==> config.mk <==
export PLATFORM = sky130hd
export DESIGN_NAME = jpeg_dqt_loader_flat
export DESIGN_NICKNAME = d
export VERILOG_FILES = /design/src/rtl/jpeg_dqt_loader_if.sv /design/src/rtl/jpeg_dqt_loader.sv /design/src/flat_wrapper.sv
export SDC_FILE = /design/constraint.sdc
export NUM_CORES = 1
export LEC_CHECK = 0
export ABC_CLOCK_PERIOD_IN_PS = 7400
export BUFFER_PORTS_ARGS = -buffer_cell sky130_fd_sc_hd__buf_2
export CAP_MARGIN = 20
export CORE_UTILIZATION = 35
export CTS_BUF_LIST = sky130_fd_sc_hd__clkbuf_4
export DETAILED_ROUTE_END_ITERATION = 10
export PLACE_DENSITY_LB_ADDON = 0.12
export SYNTH_ARGS = -nofsm -noshare
export SYNTH_HDL_FRONTEND = slang
export SYNTH_SLANG_ARGS = --single-unit
==> constraint.sdc <==
create_clock -name clk_i -period 7.4 [get_ports clk_i]
set_clock_uncertainty 0.05 [all_clocks]
set_input_delay 1.11 -clock clk_i [delete_from_list [all_inputs] [get_ports clk_i]]
set_output_delay 1.11 -clock clk_i [all_outputs]
set_load 0.03 [all_outputs]
==> src/rtl/jpeg_dqt_loader_if.sv <==
// rtl/jpeg_dqt_loader_if.sv - byte stream with valid/data/last/accept handshake
interface jpeg_dqt_loader_if;
    logic       valid;
    logic [7:0] data;
    logic       last;
    logic       accept;

    modport master (output valid, output data, output last, input accept);
    modport slave  (input valid, input data, input last, output accept);
endinterface

==> src/rtl/jpeg_dqt_loader.sv <==
// rtl/jpeg_dqt_loader.sv - DQT segment parser feeding quantisation tables to the dequantiser cfg port
// Optional JPEG_DQT_LOADER_16BIT_EN: accept Pq=1 tables, saturating each 16-bit entry to 8 bits.
module jpeg_dqt_loader #(
    parameter logic [7:0] PAD_VALUE = 8'd1,
    parameter bit         ZERO_FIX  = 1'b1
) (
    input  logic              clk_i,
    input  logic              rst_i,
    input  logic              img_start_i,
    input  logic              seg_start_i,
    jpeg_dqt_loader_if.slave  inport,
    jpeg_dqt_loader_if.master cfg,
    output logic [3:0]        table_loaded_o,
    output logic              busy_o,
    output logic              err_o
);
    typedef enum logic [2:0] {
        S_IDLE, S_LEN_HI, S_LEN_LO, S_PQTQ, S_DATA, S_PAD, S_SKIP
    } state_t;

    localparam logic [7:0] PAD_ENTRY = (ZERO_FIX && PAD_VALUE == 8'd0) ? 8'd1 : PAD_VALUE;

    state_t      state_q;
    logic [7:0]  len_hi_q;
    logic [15:0] rem_q;
    logic [5:0]  cnt_q;
    logic [7:0]  skip_q;
    logic [1:0]  tq_q;
    logic        cfg_valid_q;
    logic [7:0]  cfg_data_q;
    logic        cfg_last_q;
    logic [3:0]  loaded_q;
    logic        err_q;
`ifdef JPEG_DQT_LOADER_16BIT_EN
    logic        wide_q;
    logic        lo_phase_q;
    logic [7:0]  hi_q;
`endif

    logic        out_ready;
    logic        consume;
    logic        seg_end;
    logic        pqtq_bad;
    logic        entry_strobe;
    logic [15:0] rem_dec;
    logic [15:0] lq_val;
    logic [7:0]  entry_val;

    assign out_ready = !cfg_valid_q || cfg.accept;
    assign consume   = inport.valid && inport.accept;
    assign rem_dec   = rem_q - 16'd1;
    assign lq_val    = {len_hi_q, inport.data};
    // The byte being consumed is the last one this segment will deliver.
    assign seg_end   = inport.last || (rem_dec == 16'd0);

`ifdef JPEG_DQT_LOADER_16BIT_EN
    assign pqtq_bad = (inport.data[3:0] > 4'd3) || (inport.data[7:4] > 4'd1);
`else
    assign pqtq_bad = (inport.data[3:0] > 4'd3) || (inport.data[7:4] != 4'd0);
`endif

    always_comb begin
        inport.accept = 1'b0;
        case (state_q)
            S_LEN_HI, S_LEN_LO, S_SKIP: inport.accept = 1'b1;
            S_PQTQ, S_DATA:             inport.accept = out_ready;
            default:                    inport.accept = 1'b0;
        endcase
    end

    // Wide entries only produce a cfg beat on the low byte of each pair.
    always_comb begin
        entry_val    = inport.data;
        entry_strobe = 1'b1;
`ifdef JPEG_DQT_LOADER_16BIT_EN
        if (wide_q) begin
            entry_strobe = lo_phase_q;
            if (hi_q != 8'd0) entry_val = 8'hFF;
        end
`endif
        if (ZERO_FIX && entry_val == 8'd0) entry_val = 8'd1;
    end

    always_ff @(posedge clk_i) begin
        if (rst_i) begin
            state_q     <= S_IDLE;
            len_hi_q    <= 8'd0;
            rem_q       <= 16'd0;
            cnt_q       <= 6'd0;
            skip_q      <= 8'd0;
            tq_q        <= 2'd0;
            cfg_valid_q <= 1'b0;
            cfg_data_q  <= 8'd0;
            cfg_last_q  <= 1'b0;
            loaded_q    <= 4'd0;
            err_q       <= 1'b0;
`ifdef JPEG_DQT_LOADER_16BIT_EN
            wide_q      <= 1'b0;
            lo_phase_q  <= 1'b0;
            hi_q        <= 8'd0;
`endif
        end else begin
            if (out_ready) cfg_valid_q <= 1'b0;
            // Clears first so that a completion or error later in this block wins.
            if (img_start_i) begin
                loaded_q <= 4'd0;
                err_q    <= 1'b0;
            end

            case (state_q)
                S_IDLE: begin
                    if (seg_start_i) state_q <= S_LEN_HI;
                end

                S_LEN_HI: begin
                    if (consume) begin
                        len_hi_q <= inport.data;
                        if (inport.last) begin
                            err_q   <= 1'b1;
                            state_q <= S_IDLE;
                        end else begin
                            state_q <= S_LEN_LO;
                        end
                    end
                end

                S_LEN_LO: begin
                    if (consume) begin
                        if (inport.last || lq_val < 16'd3) begin
                            err_q   <= 1'b1;
                            state_q <= S_IDLE;
                        end else begin
                            rem_q   <= lq_val - 16'd2;
                            state_q <= S_PQTQ;
                        end
                    end
                end

                S_PQTQ: begin
                    if (consume) begin
                        rem_q <= rem_dec;
                        tq_q  <= inport.data[1:0];
                        if (seg_end) begin
                            err_q   <= 1'b1;
                            state_q <= S_IDLE;
                        end else if (pqtq_bad) begin
                            err_q   <= 1'b1;
                            skip_q  <= (inport.data[7:4] == 4'd1) ? 8'd128 : 8'd64;
                            state_q <= S_SKIP;
                        end else begin
                            cfg_valid_q <= 1'b1;
                            cfg_data_q  <= {6'd0, inport.data[1:0]};
                            cfg_last_q  <= 1'b0;
                            cnt_q       <= 6'd0;
`ifdef JPEG_DQT_LOADER_16BIT_EN
                            wide_q      <= inport.data[4];
                            lo_phase_q  <= 1'b0;
`endif
                            state_q     <= S_DATA;
                        end
                    end
                end

                S_DATA: begin
                    if (consume) begin
                        rem_q <= rem_dec;
                        if (!entry_strobe) begin
`ifdef JPEG_DQT_LOADER_16BIT_EN
                            hi_q       <= inport.data;
                            lo_phase_q <= 1'b1;
`endif
                            if (seg_end) begin
                                err_q   <= 1'b1;
                                state_q <= S_PAD;
                            end
                        end else begin
`ifdef JPEG_DQT_LOADER_16BIT_EN
                            lo_phase_q <= 1'b0;
`endif
                            cfg_valid_q <= 1'b1;
                            cfg_data_q  <= entry_val;
                            cfg_last_q  <= (cnt_q == 6'd63);
                            cnt_q       <= cnt_q + 6'd1;
                            if (cnt_q == 6'd63) begin
                                loaded_q[tq_q] <= 1'b1;
                                if (rem_dec == 16'd0) begin
                                    state_q <= S_IDLE;
                                end else if (inport.last) begin
                                    err_q   <= 1'b1;
                                    state_q <= S_IDLE;
                                end else begin
                                    state_q <= S_PQTQ;
                                end
                            end else if (seg_end) begin
                                err_q   <= 1'b1;
                                state_q <= S_PAD;
                            end
                        end
                    end
                end

                // Fill the rest of a truncated table so the dequantiser index stays aligned.
                S_PAD: begin
                    if (out_ready) begin
                        cfg_valid_q <= 1'b1;
                        cfg_data_q  <= PAD_ENTRY;
                        cfg_last_q  <= (cnt_q == 6'd63);
                        cnt_q       <= cnt_q + 6'd1;
                        if (cnt_q == 6'd63) state_q <= S_IDLE;
                    end
                end

                S_SKIP: begin
                    if (consume) begin
                        rem_q  <= rem_dec;
                        skip_q <= skip_q - 8'd1;
                        if (skip_q == 8'd1) begin
                            if (rem_dec == 16'd0) begin
                                state_q <= S_IDLE;
                            end else if (inport.last) begin
                                err_q   <= 1'b1;
                                state_q <= S_IDLE;
                            end else begin
                                state_q <= S_PQTQ;
                            end
                        end else if (seg_end) begin
                            err_q   <= 1'b1;
                            state_q <= S_IDLE;
                        end
                    end
                end

                default: state_q <= S_IDLE;
            endcase
        end
    end

    assign cfg.valid      = cfg_valid_q;
    assign cfg.data       = cfg_data_q;
    assign cfg.last       = cfg_last_q;
    assign table_loaded_o = loaded_q;
    assign err_o          = err_q;
    assign busy_o         = (state_q != S_IDLE) || cfg_valid_q;
endmodule

==> src/flat_wrapper.sv <==
// flat-port wrapper written by rule: the top's interface ports become plain ports
module jpeg_dqt_loader_flat 
#(
    parameter logic [7:0] PAD_VALUE = 8'd1,
    parameter bit         ZERO_FIX  = 1'b1
)
  (clk_i, rst_i, img_start_i, seg_start_i, table_loaded_o, busy_o, err_o, inport_valid, inport_data, inport_last, inport_accept, cfg_valid, cfg_data, cfg_last, cfg_accept);
  jpeg_dqt_loader_if inport_i ();
  jpeg_dqt_loader_if cfg_i ();
  input  logic clk_i;
  input  logic rst_i;
  input  logic img_start_i;
  input  logic seg_start_i;
  output logic [3:0] table_loaded_o;
  output logic busy_o;
  output logic err_o;
  input wire logic [$bits(inport_i.valid)-1:0] inport_valid;
  input wire logic [$bits(inport_i.data)-1:0] inport_data;
  input wire logic [$bits(inport_i.last)-1:0] inport_last;
  output wire logic [$bits(inport_i.accept)-1:0] inport_accept;
  output wire logic [$bits(cfg_i.valid)-1:0] cfg_valid;
  output wire logic [$bits(cfg_i.data)-1:0] cfg_data;
  output wire logic [$bits(cfg_i.last)-1:0] cfg_last;
  input wire logic [$bits(cfg_i.accept)-1:0] cfg_accept;
  assign inport_i.valid = inport_valid;
  assign inport_i.data = inport_data;
  assign inport_i.last = inport_last;
  assign inport_accept = inport_i.accept;
  assign cfg_valid = cfg_i.valid;
  assign cfg_data = cfg_i.data;
  assign cfg_last = cfg_i.last;
  assign cfg_i.accept = cfg_accept;
  jpeg_dqt_loader #(.PAD_VALUE(PAD_VALUE), .ZERO_FIX(ZERO_FIX)) u_core (.clk_i(clk_i), .rst_i(rst_i), .img_start_i(img_start_i), .seg_start_i(seg_start_i), .inport(inport_i), .cfg(cfg_i), .table_loaded_o(table_loaded_o), .busy_o(busy_o), .err_o(err_o));
endmodule
==> impl_metrics.ini, run 1 <==
[outcome]
status = complete, no violations

[worst_setup_path]
timing.rr.start = u_core.rem_q[1]
r2r-end = u_core.cfg.data[0]
crit_path_start_kind = flip-flop
cpMostUsedCell = nand2_2
crit_family = simple AND/OR/NAND/NOR gates
path_buf_inv = 1
critPathArrivalTime_ns = 3.77
max_stage_delay_ns = 0.70
path_cells = inv_1, ha_1, nor4b_1, nand4_1, xor2_1, nand2_2, o311ai_4, nand2_2, a311oi_2
worstSetupPathType = flip-flop to flip-flop
r2r_cells = 9
cp_max_fo = 18
critPathRequiredTime_ns = 7.68
slowest_stage = o311ai_4
critPathCaptureType = flip-flop
reg2reg_slack_ns = 3.91

[synth]
synth_flop_cell = dfxtp_1
yosysMostFrequentCell = dfxtp_1
seq_area_frac_synth_pct = 30.4
synth_area_leaders = dfxtp_1, a21oi_1, nand2_1
async_flop_share_pct = 0
syn_inst = 500
synth.avg_cell_area_um2 = 7.64
synth_nets = 521
syn_area_mm2 = 0.00382
synth_top_area_cell = dfxtp_1
synth_common_cells = dfxtp_1, nand2_1, nor2_1
synth_top_area_share_pct = 30.4
ys_warn_count = 0
synth_edf_count = 0
synth.distinct_cells = 68
ys_ff_latch = 58

[route]
ant_nets = 0
drt_first_pass_iters = 5
via_per_inst = 5.96
drt_iter0_markers = 267
drt_wl_total_um = 11600
via_count = 3923
wl_per_cell_um = 17.6
drc = 0

[power]
p_int_uw = 729
p_seq_share_pct = 30.4
p_per_area_mw_per_mm2 = 343
ir_worst_vdd_v = 0.0000979
p_clk_share_pct = 16.2
leakagePower_nw = 1.56
finalPower_mw = 1.44
p_sw_share_pct = 49.4
combinationalPowerShare_pct = 53.4
p_sw_uw = 712

[hold_path]
hold_end = u_core.table_loaded_o[3]
worstHoldStart = u_core.table_loaded_o[3]
hp-class = flip-flop to flip-flop
holdPathStages = 2

[cts]
postCtsSetupRepairBufs = 0
clock-root-buffer = clkbuf_4
cts_tree = yes
cts_resized = 0
ctsLongestPathBuffers = 2
clock_sink_count = 58
holdBufCountCts = 0
h-tree-depth = 3
cts_buffers = 9
clk_pin_slew_ns = 0.11
clock_latency_ns = 0.42

[global_route]
grt_pass1_vias = 3710
grt_first_pass_wirelength_um = 19200
track_usage_pct = 21.5
grt_antenna_before_repair = 0
overflow = 0
grt_max_degree = 57

[timing]
hold_ws_ns = 0.412
max_freq_ghz = 0.287
min_period_ns = 3.49
setup_viol = 0
max-slew-margin-rel_pct = 37.4
finalCritPeriodShare_pct = 47.1
hold_viol = 0
rsz0062_at_grt = false
maxSlewViolCount = 0
tightest_slew_ns = 0.936
tns_ns = 0
worst_slack_ns = 3.91

[cells_and_area]
fin_cells = 658
multi_input_area_mm2 = 0.00249
n_antenna_cell = 0
regArea_mm2 = 0.00116
syn2layout_area_growth_pct = 9.82
fillers = 1149
nets = 539
drive_above_1_share_pct = 14.4

[floorplanning]
dieArea_mm2 = 0.0113
fp.dieW_um = 106
num_io_pins = 32
start_util_pct = 36.5
fp-row-count = 37
core_region_area_mm2 = 0.0105
dieHeight_um = 106

[placed_design]
dp_slack_ns = 3.95
port_buffers = 31
placed_cells = 643
dp_hpwl_um = 8270
place.gp.congestion = 0.861

[flow_run]
cap_violations = 0
==> flip-flops by register name, indices dropped and copies added (netlist names) <==
| signal | flops |
|---|---|
| u_core.cfg.data | 8 |
| u_core.cfg.last | 1 |
| u_core.cfg.valid | 1 |
| u_core.cnt_q | 6 |
| u_core.err_o | 1 |
| u_core.len_hi_q | 8 |
| u_core.rem_q | 16 |
| u_core.skip_q | 8 |
| u_core.state_q | 3 |
| u_core.table_loaded_o | 4 |
| u_core.tq_q | 2 |
==> power groups by stage <==
stage          Combinational (mW)  Clock [mW]  Sequential [mW]
2_1_floorplan               0.609           0            0.404
3_3_place_gp                0.754           0            0.441
3_5_place_dp                0.759           0            0.442
4_1_cts                     0.763       0.241            0.435
5_1_grt                     0.853       0.255            0.449
6_report                    0.769       0.233            0.438
==> tightest hold or removal path: cells and delay by family (launching register included) <==
kind / cells / cell delay [ns]
DFF: 1 / 0.32
AOI/OAI and AO/OA: 1 / 0.05
and+or+nand+nor: 1 / 0.06
==> stage by stage <==
| step | utilization, % | instance area [um2] |
|---|---|---|
| 2_1_floorplan | - | 3820 |
| 3_3_place_gp | 38.7 | 4050 |
| 3_5_place_dp | 38.9 | 4070 |
| 4_1_cts | 40.1 | 4200 |
| 5_1_grt | 40.1 | 4200 |
| 6_report | 40.1 | 4200 |
==> layout by cell type, fill, tap and decap left out, drive strengths merged, types with 8 or more instances in the layout <==
cell	netlist	final
nor2	47	47
nand2	53	53
clkbuf	25	11
mux2i	8	8
nand3b	8	8
dfxtp	58	58
o21ai	33	33
nand3	23	23
a21oi	43	43
nor4	9	9
nor3	24	24
or3	8	8
a31oi	8	8
inv	13	13
buf	4	36
==> cells by family (layout without fill, tap and decap cells) <==
kind of cell	Yosys count	in the layout	synth area share, %
buf+inv	43	65	4.81
flops	58	58	30.4
simple gates	212	212	28.2
mux	10	10	2.69
compound gates	157	157	28.8
xor+xnor	14	14	3.21
fa+ha+maj	6	6	1.96
==> area by class of cell <==
class | count | share of cell area, %
clock buffer | 11 | 1.97
timing repair buffer | 36 | 4.77
inverter | 14 | 1.25
multi-input combinational | 399 | 59.2
clock inverter | 4 | 1.04
sequential | 58 | 27.7
tap | 136 | 4.05
==> how the worst max path moves through the flow <==
stage	slack, ns	end	start	depth (start not counted)
final	3.91	u_core.cfg.data[0]	u_core.rem_q[1]	9
after global routing	3.53	u_core.cfg.data[0]	u_core.rem_q[1]	9
after CTS	3.89	u_core.cfg.data[0]	u_core.rem_q[0]	9
after detailed placement	3.95	u_core.cfg.data[0]	u_core.rem_q[0]	9
after global placement	3.62	u_core.rem_q[7]	inport_data[1]	7
after floorplan	4.26	inport_accept	cfg_accept	3
==> routing by layer <==
metal / share of wire (%) / up-vias / global-route usage (%)
met5: 0 / - / 0
met4: 2.3 / 0 / 7.53
met3: 6.8 / 27 / 5.03
met2: 42 / 145 / 32.3
met1: 49 / 1831 / 29.9
li1: - / 1920 / -
(Power assumes the default switching activity.)
==> inputs of run 2 (changes only) <==
--- a/config.mk
+++ b/config.mk
@@ -5,7 +5,7 @@
 export SDC_FILE = /design/constraint.sdc
 export NUM_CORES = 1
 export LEC_CHECK = 0
-export ABC_CLOCK_PERIOD_IN_PS = 7400
+export ABC_CLOCK_PERIOD_IN_PS = 3400
 export BUFFER_PORTS_ARGS = -buffer_cell sky130_fd_sc_hd__buf_2
 export CAP_MARGIN = 20
 export CORE_UTILIZATION = 35
==> constraint.sdc (replaced) <==
create_clock -name clk_i -period 3.4 [get_ports clk_i]
set_clock_uncertainty 0.05 [all_clocks]
set_input_delay 0.51 -clock clk_i [delete_from_list [all_inputs] [get_ports clk_i]]
set_output_delay 0.51 -clock clk_i [all_outputs]
set_load 0.03 [all_outputs]
==> impl_metrics.ini, run 2 (synthesized netlist as in run 1, its figures left out) <==
[cts]
postCtsSetupRepairBufs = 0
clock_latency_ns = 0.41
ctsLongestPathBuffers = 2
clock_sink_count = 58
h-tree-depth = 3
cts_tree = yes
holdBufCountCts = 0
cts_buffers = 9
clock-root-buffer = clkbuf_4
clk_pin_slew_ns = 0.11
cts_resized = 0

[floorplanning]
fp-row-count = 37
fp.dieW_um = 106
dieArea_mm2 = 0.0113
start_util_pct = 36.5
dieHeight_um = 106
num_io_pins = 32
core_region_area_mm2 = 0.0105

[placed_design]
port_buffers = 31
dp_hpwl_um = 8500
place.gp.congestion = 0.879
placed_cells = 653
dp_slack_ns = 0.481

[cells_and_area]
largest_reg_flops = 16
fin_cells = 669
final_core_utilization_pct = 40.8
drive_above_1_share_pct = 15.8
layout_common_cells = dfxtp_1, nand2_1, nor2_1, a21oi_1, o21ai_0
regMostFlops = u_core.rem_q
syn2layout_area_growth_pct = 11.8
nets = 549
n_antenna_cell = 0
final_common_cell = dfxtp_1

[hold_path]
hp-class = primary input to flip-flop
worstHoldStart = inport_data[7]

[timing]
hold_viol = 0
setup_viol = 0
max-slew-margin-rel_pct = 47.4
finalCritPeriodShare_pct = 87.8
rsz0062_at_grt = false
min_period_ns = 2.98
worst_slack_ns = 0.416
tns_ns = 0
tightest_slew_ns = 0.787
maxSlewViolCount = 0
max_freq_ghz = 0.335

[global_route]
track_usage_pct = 21.5
overflow = 0
grt_pass1_vias = 3636
grt_antenna_before_repair = 0
grt_first_pass_wirelength_um = 19100
grt_max_degree = 41

[worst_setup_path]
worstSetupPathType = flip-flop to flip-flop
critPathArrivalTime_ns = 3.27
crit_start = u_core.rem_q[0]
timing.rr.start = u_core.rem_q[0]
critPathRequiredTime_ns = 3.68
reg2reg_slack_ns = 0.42
critPathCaptureType = flip-flop
crit_path_start_kind = flip-flop
cp_max_fo = 18

[route]
via_per_inst = 5.84
via_count = 3910
drt_first_pass_iters = 5
ant_nets = 0
wl_per_cell_um = 17.5
drc = 0
drt_wl_total_um = 11700
drt_iter0_markers = 304

[power]
p_clk_share_pct = 15.5
p_int_mw = 1.63
p_seq_share_pct = 29.2
p_per_area_mw_per_mm2 = 750
combinationalPowerShare_pct = 55.4
p_sw_mw = 1.57
ir_worst_vdd_v = 0.000301
leakagePower_nw = 1.60
p_sw_share_pct = 49.0
finalPower_mw = 3.20

[outcome]
status = complete, no violations

[flow_run]
cap_violations = 0
## run 2: power by group through the flow
stage	Sequential, mW	Combinational, mW	Clock [mW]
after global routing	0.963	1.96	0.543
final	0.934	1.77	0.495
after floorplan	0.880	1.33	0
after detailed placement	0.947	1.75	0
after global placement	0.946	1.74	0
after CTS	0.932	1.76	0.511
## run 2: layout make-up
type | instances | area [um2]
clock inverters | 7 | 60.1
well taps | 136 | 170
flip-flops and latches | 58 | 1160
clock buffers | 9 | 67.6
multi-input cells | 399 | 2490
repair buffers | 46 | 275
inverters | 14 | 52.6
fillers | 1125 | 6190
## run 2: worst paths after layout
check / endpoint / depth (start not counted)
worst max-delay path: u_core.cfg.data[0] / 10
worst min-delay path: u_core.len_hi_q[7] / 3
worst max register to register: u_core.cfg.data[0] / 10
worst min register to register: u_core.table_loaded_o[3] / 2
## run 2: per-layer routing
layer	routed length, um	track usage, %	share of wire (%)	up-vias
met5	0	0	0	-
met1	5870	31.1	50	1854
met3	665	3.74	5.7	13
met4	172	6.56	1.5	0
li1	-	-	-	1930
met2	5010	32.4	43	113
## run 2: through the flow
step | cell area (um2) | hold WS, ns
2_1_floorplan | 3820 | 0.396
3_3_place_gp | 4130 | 0.398
3_5_place_dp | 4150 | 0.408
4_1_cts | 4270 | 0.361
5_1_grt | 4270 | 0.364
6_report | 4270 | 0.362
## run 2: critical path: stages, from the launching register on
cell and delay [ns]:
dfxtp_1 0.42, inv_1 0.09, ha_1 0.21, nor4b_1 0.50, nand4_1 0.29, xor2_1 0.28, nand2_2 0.12, o311ai_4 0.27
buf_4 0.27, nand2_2 0.14, a311oi_2 0.26
==> inputs of run 3 (changes only) <==
--- a/config.mk
+++ b/config.mk
@@ -5,7 +5,7 @@
 export SDC_FILE = /design/constraint.sdc
 export NUM_CORES = 1
 export LEC_CHECK = 0
-export ABC_CLOCK_PERIOD_IN_PS = 3400
+export ABC_CLOCK_PERIOD_IN_PS = 3600
 export BUFFER_PORTS_ARGS = -buffer_cell sky130_fd_sc_hd__buf_2
 export CAP_MARGIN = 20
 export CORE_UTILIZATION = 35
==> constraint.sdc (replaced) <==
create_clock -name clk_i -period 3.6 [get_ports clk_i]
set_clock_uncertainty 0.05 [all_clocks]
set_input_delay 0.54 -clock clk_i [delete_from_list [all_inputs] [get_ports clk_i]]
set_output_delay 0.54 -clock clk_i [all_outputs]
set_load 0.03 [all_outputs]
==> impl_metrics.ini, run 3 (synthesized netlist as in run 1, its figures left out) <==
[outcome]
status = complete, no violations

[worst_setup_path]
crit_start = u_core.rem_q[1]
path_buf_inv = 1
critPathRequiredTime_ns = 3.87
worstSetupPathType = flip-flop to flip-flop
max_stage_delay_ns = 0.50
reg2reg_slack_ns = 0.50
slowest_stage = nor4b_1
critPathCaptureType = flip-flop
crit_family = simple AND/OR/NAND/NOR gates
r2r_cells = 9
cp_num_cells = 9
cp_max_fo = 12
r2r-end = u_core.skip_q[0]
crit_path_start_kind = flip-flop
timing.rr.start = u_core.rem_q[1]
critPathArrivalTime_ns = 3.37
path_cells = inv_1, ha_1, nor4b_1, nand4_1, xor2_1, nand2_2, nor3_1, nor2_1, a221oi_1

[global_route]
grt_max_degree = 43
overflow = 0
grt_antenna_before_repair = 0
grt_first_pass_wirelength_um = 18800
track_usage_pct = 21.0
grt_pass1_vias = 3616

[floorplanning]
num_io_pins = 32
dieArea_mm2 = 0.0113
fp.dieW_um = 106
start_util_pct = 36.5
fp-row-count = 37
core_region_area_mm2 = 0.0105
dieHeight_um = 106

[cells_and_area]
final_core_utilization_pct = 41.7
regMostFlops = u_core.rem_q
nets = 551
fin_cells = 671
largest_reg_flops = 16
fillers = 1142
layout_common_cells = dfxtp_1, nand2_1, nor2_1, a21oi_1, o21ai_0
drive_above_1_share_pct = 16.6
syn2layout_area_growth_pct = 14.2
final_common_cell = dfxtp_1
n_antenna_cell = 0

[cts]
h-tree-depth = 3
ctsLongestPathBuffers = 2
clock_latency_ns = 0.42
cts_tree = yes
clock-root-buffer = clkbuf_4
clock_sink_count = 58
clk_pin_slew_ns = 0.11
cts_resized = 0
cts_buffers = 9
holdBufCountCts = 0

[route]
via_count = 3994
drc = 0
drt_iter0_markers = 273
wl_per_cell_um = 17.3
ant_nets = 0
via_per_inst = 5.95
drt_first_pass_iters = 5
drt_wl_total_um = 11600

[placed_design]
place.gp.congestion = 0.866
port_buffers = 31
placed_cells = 649
dp_hpwl_um = 8260

[timing]
tightest_slew_ns = 0.978
hold_viol = 0
rsz0062_at_grt = false
min_period_ns = 3.10
max-slew-margin-rel_pct = 34.5
tns_ns = 0
max_freq_ghz = 0.323
finalCritPeriodShare_pct = 86.0
setup_viol = 0
maxSlewViolCount = 0

[power]
ir_worst_vdd_v = 0.000237
p_per_area_mw_per_mm2 = 726
leakagePower_nw = 1.65

[hold_path]
hp-class = primary input to flip-flop
hold_end = u_core.table_loaded_o[3]
holdPathStages = 4
worstHoldStart = img_start_i

[flow_run]
cap_violations = 0
## run 3: cell count changes in the layout (fill, tap and decap cells not counted)
cell and delta:
buf_4 +1, buf_12 +1, clkinv_1 -3, bufinv_16 +2, inv_6 +1, clkinv_4 +2, clkinv_2 -2
## run 3: where the power goes
group | internal (mW) | switching (mW)
sequential | 0.729 | 0.158
clock | 0.357 | 0.292
combinational | 0.594 | 1.04
## run 3: worst max path at each step
stage,endpoint,slack [ns]
after floorplan,u_core.cfg.data[0],0.96
after global placement,u_core.cfg.data[0],0.42
after detailed placement,u_core.cfg.data[0],0.24
after CTS,u_core.cfg.data[0],0.19
after global routing,u_core.skip_q[0],0.12
final,u_core.skip_q[0],0.50
## run 3: worst reg2reg max path, cell delays in order (launching register included)
cell and delay (ns):
dfxtp_1 0.38, inv_1 0.12, ha_1 0.42, nor4b_1 0.50
nand4_1 0.25, xor2_1 0.27, nand2_2 0.12, nor3_1 0.37
nor2_1 0.21, a221oi_1 0.30
## run 3: layout make-up
cell class / count / area, um2 / area share [%]
multi-input cells: 399 / 2490 / 57.0
well taps: 136 / 170 / 3.90
clock inverters: 7 / 125 / 2.87
repair buffers: 48 / 303 / 6.94
clock buffers: 9 / 67.6 / 1.55
inverters: 14 / 52.6 / 1.20
flip-flops and latches: 58 / 1160 / 26.6
## run 3: stage by stage
| step | hold slack, ns | total power [mW] | setup WS [ns] | instance area (um2) |
|---|---|---|---|---|
| 2_1_floorplan | 0.396 | 2.08 | 0.956 | 3820 |
| 3_3_place_gp | 0.396 | 2.50 | 0.420 | 4110 |
| 3_5_place_dp | 0.400 | 2.49 | 0.235 | 4110 |
| 4_1_cts | 0.361 | 3.15 | 0.191 | 4300 |
| 5_1_grt | 0.381 | 3.39 | 0.120 | 4370 |
| 6_report | 0.380 | 3.17 | 0.504 | 4370 |
## run 3: metal layers
| layer | global-route usage (%) | wire [um] | up-vias |
|---|---|---|---|
| li1 | - | - | 1936 |
| met1 | 29.9 | 5650 | 1907 |
| met2 | 31.0 | 5100 | 135 |
| met3 | 5.40 | 725 | 16 |
| met4 | 5.77 | 155 | 0 |
| met5 | 0 | 0 | - |
## run 3: what timing repair did
action,CTS,global route
setup buffers,0,5
hold endpoints to repair,0,0
setup endpoints to repair,0,6
